--- src/rtl/fast_fifo_read_adapter_pkg.sv ---
// -----------------------------------------------------------------------------
// dedekind_fifo_pkg
//   Constants shared by the FastFIFO family and a constant-evaluable clog2
//   helper used to size counters.
//   Ports: none (package).
//   Optional feature macro used by importers: FAST_FIFO_READ_ADAPTER_STATS_EN.
// -----------------------------------------------------------------------------
package dedekind_fifo_pkg;

  localparam int FASTFIFO_READ_LATENCY = 3;
  localparam int FASTFIFO_DEPTH_LOG2   = 5;

  // Bits needed to hold values 0..value-1; never returns less than 1 so the
  // result can always size a vector.
  function automatic int clog2(input int value);
    int bits;
    bits = 1;
    for (int i = 1; i < 31; i++) begin
      if ((32'sd1 <<< i) < value) begin
        bits = i + 1;
      end
    end
    return bits;
  endfunction

endpackage

--- src/rtl/fast_fifo_read_adapter_if.sv ---
// -----------------------------------------------------------------------------
// fast_fifo_read_adapter_if
//   Bundles the FastFIFO read port and the downstream valid/ready stream of
//   the read adapter.
//   Signals:
//     fifoReadEnable  adapter -> FastFIFO readEnable
//     fifoEmpty       FastFIFO empty
//     fifoDataOut     FastFIFO dataOut (WIDTH)
//     fifoDataValid   FastFIFO dataOutValid
//     outData         stream data, head of the skid buffer (WIDTH)
//     outValid        stream valid
//     outReady        stream ready from the consumer
//     overflowError   sticky error flag
//   Modports: master = adapter side, slave = FastFIFO/consumer side.
// -----------------------------------------------------------------------------
interface fast_fifo_read_adapter_if #(
  parameter int WIDTH = 20
);

  logic             fifoReadEnable;
  logic             fifoEmpty;
  logic [WIDTH-1:0] fifoDataOut;
  logic             fifoDataValid;
  logic [WIDTH-1:0] outData;
  logic             outValid;
  logic             outReady;
  logic             overflowError;

  modport master (
    output fifoReadEnable,
    input  fifoEmpty,
    input  fifoDataOut,
    input  fifoDataValid,
    output outData,
    output outValid,
    input  outReady,
    output overflowError
  );

  modport slave (
    input  fifoReadEnable,
    output fifoEmpty,
    output fifoDataOut,
    output fifoDataValid,
    input  outData,
    input  outValid,
    output outReady,
    input  overflowError
  );

endinterface

--- src/rtl/fast_fifo_read_adapter_skid_buffer_mem.sv ---
// -----------------------------------------------------------------------------
// skid_buffer_mem
//   2**DEPTH_LOG2 x WIDTH register array backing the adapter's skid buffer.
//   Storage has no reset; validity is tracked by the adapter's occupancy.
//   Ports:
//     clk     clock
//     we      write enable
//     wrAddr  write address (DEPTH_LOG2)
//     wrData  write data (WIDTH)
//     rdAddr  read address (DEPTH_LOG2), asynchronous read
//     rdData  read data (WIDTH)
// -----------------------------------------------------------------------------
module skid_buffer_mem #(
  parameter int WIDTH      = 20,
  parameter int DEPTH_LOG2 = 3
) (
  input  logic                  clk,
  input  logic                  we,
  input  logic [DEPTH_LOG2-1:0] wrAddr,
  input  logic [WIDTH-1:0]      wrData,
  input  logic [DEPTH_LOG2-1:0] rdAddr,
  output logic [WIDTH-1:0]      rdData
);

  logic [WIDTH-1:0] mem_r [0:(1 << DEPTH_LOG2)-1];

  // Storage write port
  always_ff @(posedge clk) begin
    if (we) begin
      mem_r[wrAddr] <= wrData;
    end
  end

  assign rdData = mem_r[rdAddr];

endmodule

--- src/rtl/fast_fifo_read_adapter.sv ---
// -----------------------------------------------------------------------------
// fast_fifo_read_adapter
//   Drains a FastFIFO (fixed READ_LATENCY read latency, dataOutValid strobe)
//   into a show-ahead valid/ready stream. Reads are only issued when the skid
//   buffer has room for every word already requested, so the stream may stall
//   freely while still sustaining one word per cycle with outReady high.
//   Ports:
//     clk, rst     clock and synchronous active-high reset
//     bus          fast_fifo_read_adapter_if.master (FastFIFO port + stream)
//     wordCount    [31:0] pops, wrapping       (FAST_FIFO_READ_ADAPTER_STATS_EN)
//     stallCount   [31:0] stalled cycles, sat. (FAST_FIFO_READ_ADAPTER_STATS_EN)
//   Optional feature macro: FAST_FIFO_READ_ADAPTER_STATS_EN.
// -----------------------------------------------------------------------------
module fast_fifo_read_adapter
  import dedekind_fifo_pkg::*;
#(
  parameter int WIDTH           = 20,
  parameter int READ_LATENCY    = FASTFIFO_READ_LATENCY,
  parameter int SKID_DEPTH_LOG2 = 3
) (
  input  logic                     clk,
  input  logic                     rst,
  fast_fifo_read_adapter_if.master bus
`ifdef FAST_FIFO_READ_ADAPTER_STATS_EN
  ,
  output logic [31:0]              wordCount,
  output logic [31:0]              stallCount
`endif
);

  localparam int CAPACITY = 1 << SKID_DEPTH_LOG2;
  localparam int CNT_W    = SKID_DEPTH_LOG2 + 1;
  localparam int SUM_W    = CNT_W + 1;
  localparam int DRAIN_W  = clog2(READ_LATENCY + 1);

  localparam logic [CNT_W-1:0]   CAP_CNT    = CNT_W'(CAPACITY);
  localparam logic [SUM_W-1:0]   CAP_SUM    = SUM_W'(CAPACITY);
  localparam logic [DRAIN_W-1:0] DRAIN_LOAD = DRAIN_W'(READ_LATENCY);

  // A full pipeline of returns plus one word being popped must fit.
  if (CAPACITY < READ_LATENCY + 2) begin : g_capacity_check
    $error("skid capacity 2**SKID_DEPTH_LOG2 must be at least READ_LATENCY+2");
  end

  logic [CNT_W-1:0]           occupancy_r;
  logic [CNT_W-1:0]           in_flight_r;
  logic [SKID_DEPTH_LOG2-1:0] wr_ptr_r;
  logic [SKID_DEPTH_LOG2-1:0] rd_ptr_r;
  logic [DRAIN_W-1:0]         drain_cnt_r;
  logic                       overflow_r;

  logic [CNT_W-1:0]           occupancy_nxt_s;
  logic [CNT_W-1:0]           in_flight_nxt_s;
  logic [SUM_W-1:0]           committed_s;
  logic                       drain_active_s;
  logic                       has_credit_s;
  logic                       issue_s;
  logic                       accept_s;
  logic                       full_s;
  logic                       push_s;
  logic                       pop_s;
  logic                       ret_s;
  logic                       err_s;
  logic                       out_valid_s;
  logic [WIDTH-1:0]           rd_data_s;

  // Credit is taken from registered counts only, so a pop this cycle frees
  // space for issue only from the next cycle on.
  assign committed_s    = {1'b0, occupancy_r} + {1'b0, in_flight_r};
  assign has_credit_s   = (committed_s < CAP_SUM);
  assign drain_active_s = (drain_cnt_r != '0);
  assign issue_s        = !bus.fifoEmpty && has_credit_s && !drain_active_s && !rst;

  // Returns during the post-reset drain window are stale pipe contents.
  assign accept_s    = bus.fifoDataValid && !drain_active_s;
  assign full_s      = (occupancy_r == CAP_CNT);
  assign push_s      = accept_s && !full_s;
  assign ret_s       = accept_s && (in_flight_r != '0);
  assign err_s       = accept_s && (full_s || (in_flight_r == '0));
  assign out_valid_s = (occupancy_r != '0);
  assign pop_s       = out_valid_s && bus.outReady;

  // Next-state of the occupancy and in-flight counters
  always_comb begin
    occupancy_nxt_s = occupancy_r;
    in_flight_nxt_s = in_flight_r;
    case ({push_s, pop_s})
      2'b10:   occupancy_nxt_s = occupancy_r + CNT_W'(1);
      2'b01:   occupancy_nxt_s = occupancy_r - CNT_W'(1);
      default: occupancy_nxt_s = occupancy_r;
    endcase
    case ({issue_s, ret_s})
      2'b10:   in_flight_nxt_s = in_flight_r + CNT_W'(1);
      2'b01:   in_flight_nxt_s = in_flight_r - CNT_W'(1);
      default: in_flight_nxt_s = in_flight_r;
    endcase
  end

  // Counters, pointers, drain window and sticky error
  always_ff @(posedge clk) begin
    if (rst) begin
      occupancy_r <= '0;
      in_flight_r <= '0;
      wr_ptr_r    <= '0;
      rd_ptr_r    <= '0;
      drain_cnt_r <= DRAIN_LOAD;
      overflow_r  <= 1'b0;
    end else begin
      occupancy_r <= occupancy_nxt_s;
      in_flight_r <= in_flight_nxt_s;
      if (push_s) begin
        wr_ptr_r <= wr_ptr_r + SKID_DEPTH_LOG2'(1);
      end
      if (pop_s) begin
        rd_ptr_r <= rd_ptr_r + SKID_DEPTH_LOG2'(1);
      end
      if (drain_active_s) begin
        drain_cnt_r <= drain_cnt_r - DRAIN_W'(1);
      end
      if (err_s) begin
        overflow_r <= 1'b1;
      end
    end
  end

  skid_buffer_mem #(
    .WIDTH      (WIDTH),
    .DEPTH_LOG2 (SKID_DEPTH_LOG2)
  ) u_mem (
    .clk    (clk),
    .we     (push_s),
    .wrAddr (wr_ptr_r),
    .wrData (bus.fifoDataOut),
    .rdAddr (rd_ptr_r),
    .rdData (rd_data_s)
  );

  assign bus.fifoReadEnable = issue_s;
  assign bus.outValid       = out_valid_s;
  assign bus.outData        = rd_data_s;
  assign bus.overflowError  = overflow_r;

`ifdef FAST_FIFO_READ_ADAPTER_STATS_EN
  logic [31:0] word_count_r;
  logic [31:0] stall_count_r;

  // Pop counter wraps; stall counter saturates
  always_ff @(posedge clk) begin
    if (rst) begin
      word_count_r  <= 32'd0;
      stall_count_r <= 32'd0;
    end else begin
      if (pop_s) begin
        word_count_r <= word_count_r + 32'd1;
      end
      if (out_valid_s && !bus.outReady && (stall_count_r != 32'hFFFF_FFFF)) begin
        stall_count_r <= stall_count_r + 32'd1;
      end
    end
  end

  assign wordCount  = word_count_r;
  assign stallCount = stall_count_r;
`endif

endmodule

--- src/flat_wrapper.sv ---
// flat-port wrapper written by rule: the top's interface ports become plain ports
module fast_fifo_read_adapter_flat import dedekind_fifo_pkg::*;
#(
  parameter int WIDTH           = 20,
  parameter int READ_LATENCY    = FASTFIFO_READ_LATENCY,
  parameter int SKID_DEPTH_LOG2 = 3
)
  (clk, rst, bus_fifoReadEnable, bus_fifoEmpty, bus_fifoDataOut, bus_fifoDataValid, bus_outData, bus_outValid, bus_outReady, bus_overflowError);
  fast_fifo_read_adapter_if #(.WIDTH(WIDTH)) bus_i ();
  input  logic clk;
  input  logic rst;
  output wire logic [$bits(bus_i.fifoReadEnable)-1:0] bus_fifoReadEnable;
  input wire logic [$bits(bus_i.fifoEmpty)-1:0] bus_fifoEmpty;
  input wire logic [$bits(bus_i.fifoDataOut)-1:0] bus_fifoDataOut;
  input wire logic [$bits(bus_i.fifoDataValid)-1:0] bus_fifoDataValid;
  output wire logic [$bits(bus_i.outData)-1:0] bus_outData;
  output wire logic [$bits(bus_i.outValid)-1:0] bus_outValid;
  input wire logic [$bits(bus_i.outReady)-1:0] bus_outReady;
  output wire logic [$bits(bus_i.overflowError)-1:0] bus_overflowError;
  assign bus_fifoReadEnable = bus_i.fifoReadEnable;
  assign bus_i.fifoEmpty = bus_fifoEmpty;
  assign bus_i.fifoDataOut = bus_fifoDataOut;
  assign bus_i.fifoDataValid = bus_fifoDataValid;
  assign bus_outData = bus_i.outData;
  assign bus_outValid = bus_i.outValid;
  assign bus_i.outReady = bus_outReady;
  assign bus_overflowError = bus_i.overflowError;
  fast_fifo_read_adapter #(.WIDTH(WIDTH), .READ_LATENCY(READ_LATENCY), .SKID_DEPTH_LOG2(SKID_DEPTH_LOG2)) u_core (.clk(clk), .rst(rst), .bus(bus_i));
endmodule
--- config.mk ---
export PLATFORM = sky130hd
export DESIGN_NAME = fast_fifo_read_adapter_flat
export DESIGN_NICKNAME = d
export VERILOG_FILES = /design/src/rtl/fast_fifo_read_adapter_pkg.sv /design/src/rtl/fast_fifo_read_adapter_if.sv /design/src/rtl/fast_fifo_read_adapter_skid_buffer_mem.sv /design/src/rtl/fast_fifo_read_adapter.sv /design/src/flat_wrapper.sv
export SDC_FILE = /design/constraint.sdc
export NUM_CORES = 1
export LEC_CHECK = 0
export ABC_AREA = 1
export BUFFER_PORTS_ARGS = -buffer_cell sky130_fd_sc_hd__buf_4
export CAP_MARGIN = 20
export CORE_MARGIN = 3
export CORE_UTILIZATION = 61
export DETAILED_ROUTE_END_ITERATION = 10
export PLACE_DENSITY = 0.79
export SYNTH_ARGS = -nofsm -noshare
export SYNTH_HDL_FRONTEND = slang
export SYNTH_SLANG_ARGS = --single-unit
export TNS_END_PERCENT = 100
--- constraint.sdc ---
create_clock -name clk -period 4.9 [get_ports clk]
set_input_delay 0.98 -clock clk [delete_from_list [all_inputs] [get_ports clk]]
set_output_delay 0.98 -clock clk [all_outputs]
set_load 0.01 [all_outputs]
* Yosys cells after proc, flatten, opt, wreduce, memory -nomap -nowiden *
Memories as Yosys holds them, arrays and structs flattened. A register that Yosys moved wholly into a read port is not among the register bits.
Cells that the tools add are included.

storage, ports and cells
  flip-flop bits (word level) = 17
  bits in latches = 0
  memory bits (writable) = 160
  ROM bits = 0
  memories = 1

cells by class
  add/sub/neg operators = 8
  multiply operators = 0
  divide/modulo/power cells = 0
  magnitude comparators = 1
  eq/ne operators = 5
  shift-type cells = 0
  multiplexer cells = 6
  bitwise logic cells = 0
  reduce and logical (&&, ||, !) cells = 19

memories
  name                depth  width  rd ports  clocked after Yosys merged registers in  wr ports  line                                          RTL
  u_core.u_mem.mem_r  8      20     1         1                                        1         fast_fifo_read_adapter_skid_buffer_mem.sv:25  logic [WIDTH-1:0] mem_r [0:(1 << DEPTH_LOG2)-1];

operator list
  operator                                            number
  case mux 4 bit (2 select lines)                     2
  adder 4 x 1 -> 4 bit, second input constant         2
  logical AND 1 bit                                   8
  nonzero test 4 bit                                  2
  subtractor 4 x 1 -> 4 bit, second input constant    2
  adder 3 x 1 -> 3 bit, second input constant         2
  2-to-1 mux 3 bit                                    2
  nonzero test 2 bit                                  3
  adder 4 x 4 -> 5 bit                                1
  < comparator 5 x 4 -> 1 bit, second input constant  1
  == test 2 x 1 -> 1 bit, second input constant       2
  == test 2 bit, second input constant                2
  == test 4 bit, second input constant                1
  logical NOT 1 bit                                   4
  logical NOT 4 bit                                   1
  2-to-1 mux 1 bit                                    2
  subtractor 2 x 1 -> 2 bit, second input constant    1
  logical OR 1 bit                                    1

* Depth between registers and ports, before layout *
  word-level depth = 7
  depth in mapped cells = 14
  mapped depth without buffers = 14

* Modules after synthesis *
From an unflattened synthesis, not the netlist that was laid out.

unflattened totals
  cells, all modules = 851
  area, all modules = 8136.6 um2

by module, submodules not included
  module                  times used  cells an instance  area an instance (um2)  seq. area each (um2)
  skid_buffer_mem         1           710                7059.3                  4804.6
  fast_fifo_read_adapter  1           141                1077.3                  340.3

* Worst setup path after synthesis *
Ideal clock, no wire load.

  path kind = input to register
  start = in bus_fifoDataValid
  end = mem u_core.u_mem.mem_r[0][0] (enable)
  library setup time = 397 ps
  arrival = 2305 ps
  data required time = 4503 ps
  slack = 2199 ps
  stages = 5
  cells stage by stage = nand2_1 > inv_2 > nand2_4 > or2_4 > nor2_1

between the ends
  longest elaborated chain between the ends = 4

ends and longest elaborated chain
  element                                 line                                          RTL
  from (decl)                             flat_wrapper.sv:15                            input wire logic [$bits(bus_i.fifoDataValid)-1:0] bus_fifoDataValid;
  logical AND 1 bit                       fast_fifo_read_adapter.sv:75                  assign accept_s = bus.fifoDataValid && !drain_active_s;
  logical AND 1 bit                       fast_fifo_read_adapter.sv:77                  assign push_s = accept_s && !full_s;
  2-to-1 mux 1 bit                        fast_fifo_read_adapter_skid_buffer_mem.sv:29  if (we) begin
  2-to-1 mux 1 bit (implied by the code)  fast_fifo_read_adapter_skid_buffer_mem.sv:30  mem_r[wrAddr] <= wrData;
  to (decl)                               fast_fifo_read_adapter_skid_buffer_mem.sv:25

Every way passes these cells.

==> flow_metrics.py <==
metrics = {
    "timing": {
        "final-setup-viol-count": 0,
        "slew_headroom_pct": 40.6,
        "fmax_mhz": 290,
        "fin_crit_sh_pct": 70.3,
        "min_period_ns": 3.45,
        "rsz0062_at_grt": "false",
        "finalSetupTns_ns": 0,
        "fin_skew_ns": 0.00702,
        "tightest_slew_ns": 0.891,
        "slew_viol_final": 0,
        "hold_violations": 0,
    },
    "logic_synthesis": {
        "synth_edf_count": 160,
        "synth_area_per_cell_sq_um": 11.9,
        "synth_area_leaders": "edfxtp_1 (66%), dfxtp_1 (5.5%), o21ai_0 (5.3%)",
        "synth_cell_types": 32,
        "yosysWarnings": 0,
        "yosysTopAreaCell": "edfxtp_1",
        "synth-adder-area-share_pct": 2.60,
        "synth_area_sq_um": 7300,
        "synth_top_family_by_area": "compound AO/OA/AOI/OAI gates",
        "synth-async-reset-ratio_pct": 0,
        "yosys.area_share.simple_pct": 10.9,
        "synth.top_cell.area_share_pct": 65.8,
        "synth_xor_area_share_pct": 0.360,
        "synth_cells": 613,
        "synthTopCellsByCount": "edfxtp_1 (160), nor2_1 (97), nand2_1 (92), o21ai_0 (78), o22ai_1 (40)",
        "yosysMostFrequentCell": "edfxtp_1",
        "ys_seq_area_share_pct": 71.3,
        "synthesis.nets": 652,
        "synth-seq-cells": 180,
        "muxShareOfSynthArea_pct": 0,
        "synth-compound-area-share_pct": 11.1,
        "ys_dominant_reg_cell": "edfxtp_1",
    },
    "floorplanning": {
        "core_area_sq_um": 11600,
        "dieWidth_microns": 115,
        "ioPinCount": 48,
        "rows": 39,
        "die_area_sq_um": 13300,
        "die_h_microns": 115,
        "initial_core_util_pct": 63.2,
    },
    "critical_path": {
        "worstPathArrival_ns": 2.47,
        "max_stage_delay_ns": 0.72,
        "crit_slowest_cell": "dfxtp_2",
        "critical_path_class": "reg -> out",
        "cp_num_buf_inv": 2,
        "path_cells": "buf_4, o21ai_0, o22ai_1, nand2_1, nand2_1, buf_4",
        "cp_data_required_time_ns": 3.92,
        "cpLargestDelayFamily": "flip-flops",
        "critPathCaptureType": "primary output",
        "start_kind": "register",
        "worstPathMaxFanout": 46,
    },
    "power_and_ir_drop": {
        "p_total_uw": 4290,
        "power_density_nw_per_um2": 513,
        "pwr-share-clk_pct": 29.9,
        "peakVddDrop_mv": 0.316,
        "p_sw_uw": 1350,
        "p_sw_share_pct": 31.6,
        "power_leakage_uw": 0.00309,
        "p_comb_share_pct": 28.2,
        "power_frac_seq_pct": 41.9,
        "intPower_uw": 2930,
    },
    "finish": {
        "n_fill_cell": 740,
        "multi_input_area_sq_um": 1840,
        "regArea_sq_um": 5210,
        "diodes": 0,
        "syn2layout_area_growth_pct": 14.5,
        "layout-drive-gt1-share_pct": 15.6,
        "finalNonFillerCells": 816,
        "fin_area_sq_um": 8360,
        "final_nets": 699,
    },
    "clock_tree": {
        "cts_hold_buf": 0,
        "cts_root_buffer": "clkbuf_16",
        "path_clk_slew_ns": 0.06,
        "htree_levels": 4,
        "ctsResizeCount": 0,
        "cts_tree": "done",
        "postCtsSetupRepairBufs": 0,
        "clock_sinks": 180,
        "cts_inserted_buffers": 17,
        "clk_path_buf_depth": 2,
        "insertion_delay_ns": 0.42,
    },
    "drt": {
        "drc": 0,
        "detail_route.wirelength_microns": 15900,
        "via_per_inst": 6.02,
        "avgRoutedWirePerCell_microns": 19.4,
        "drt_first_pass_iters": 5,
        "detail_route.iter0.violations": 677,
        "vias": 4916,
        "postRouteAntennaNets": 0,
    },
    "grt": {
        "overflow": 0,
        "antenna_found_initial": 1,
        "grt_pass1_vias": 5060,
        "track_usage_pct": 25.2,
        "grt_start_max_net_pins": 81,
        "grt_pass1_wl_microns": 25200,
    },
    "job": {
        "drv_cap": 0,
    },
    "place": {
        "placedCellCount": 784,
        "dp_hpwl_microns": 9240,
        "gp_congestion": 0.799,
        "dpl_cell_area_sq_um": 7790,
        "io_buffers": 47,
    },
    "run_status": {
        "outcome": "finished, final reports clean",
    },
    "worst_hold_path": {
        "hold_path_class": "reg -> reg",
    },
}
cell families (layout without fill, tap and decap cells):
group | after synthesis | in the layout
compound gates | 150 | 150
simple gates | 202 | 202
flops | 180 | 180
xor+xnor | 3 | 3
buf+inv | 64 | 124
fa+ha+maj | 14 | 14
layout make-up:
| class | instances | share of cell area, % |
|---|---|---|
| clock buffers | 30 | 6.64 |
| clock inverters | 2 | 0.150 |
| inverters | 34 | 1.56 |
| multi-input cells | 369 | 22.0 |
| flip-flops and latches | 180 | 62.3 |
| well taps | 143 | 2.14 |
| repair buffers | 58 | 5.21 |
stage by stage:
stage / hold WS [ns] / utilization (%) / setup slack [ns]
global placement: 0.444 / 67.4 / 2.07
floorplan: 0.434 / - / 2.20
global route: 0.515 / 72.3 / 1.30
finish: 0.472 / 72.3 / 1.45
CTS: 0.477 / 72.3 / 1.48
detailed placement: 0.470 / 67.4 / 1.99
state kept, by name (all words and copies together), names as in the netlist, named ones only:
name / flops
u_core.u_mem.mem_r: 160
u_core.drain_cnt_r: 2
u_core.rd_ptr_r: 3
u_core.in_flight_r: 4
u_core.occupancy_r: 4
u_core.wr_ptr_r: 3
u_core.bus.overflowError: 1
power by group through the flow:
stage | clock, uW | combinational (uW) | sequential, uW
after global routing | 1360 | 1350 | 1810
after detailed placement | 0 | 1180 | 1830
after CTS | 1290 | 1210 | 1800
after floorplan | 0 | 835 | 1770
after global placement | 0 | 1140 | 1830
final | 1280 | 1210 | 1800
metal layers:
layer	track usage [%]	up-vias	wire [microns]
met1	32.3	2395	6290
met2	41.7	218	8080
met5	0	-	20
li1	-	2267	-
met4	9.86	2	326
met3	6.58	34	1160
worst paths after layout:
path / from / end / slack, ns / cells past startpoint
worst max-delay path: register / bus_outData[18] / 1.45 / 6
worst min-delay path: u_core.drain_cnt_r[0]$_SDFFE_PP1P_ / u_core.drain_cnt_r[0]$_SDFFE_PP1P_ / 0.47 / 1
worst max register to register: u_core.occupancy_r[1]$_SDFFE_PP0P_ / u_core.in_flight_r[3]$_SDFFE_PP0P_ / 2.51 / 12
worst min register to register: u_core.drain_cnt_r[0]$_SDFFE_PP1P_ / u_core.drain_cnt_r[0]$_SDFFE_PP1P_ / 0.47 / 1
cells in the final DEF, fill, tap and decap left out, types with 9 or more instances in the layout:
| cell type | Yosys | layout |
|---|---|---|
| edfxtp_1 | 160 | 160 |
| nand2_1 | 92 | 92 |
| nor2_1 | 97 | 89 |
| o21ai_0 | 78 | 78 |
| buf_4 | 0 | 58 |
| o22ai_1 | 40 | 40 |
| inv_1 | 31 | 31 |
| dfxtp_1 | 20 | 19 |
| clkbuf_16 | 0 | 18 |
| o21ai_1 | 15 | 15 |
| a21oi_1 | 15 | 15 |
| ha_1 | 12 | 12 |
| nor2_2 | 1 | 9 |
No activity file was read; power rests on OpenSTA's default activity.
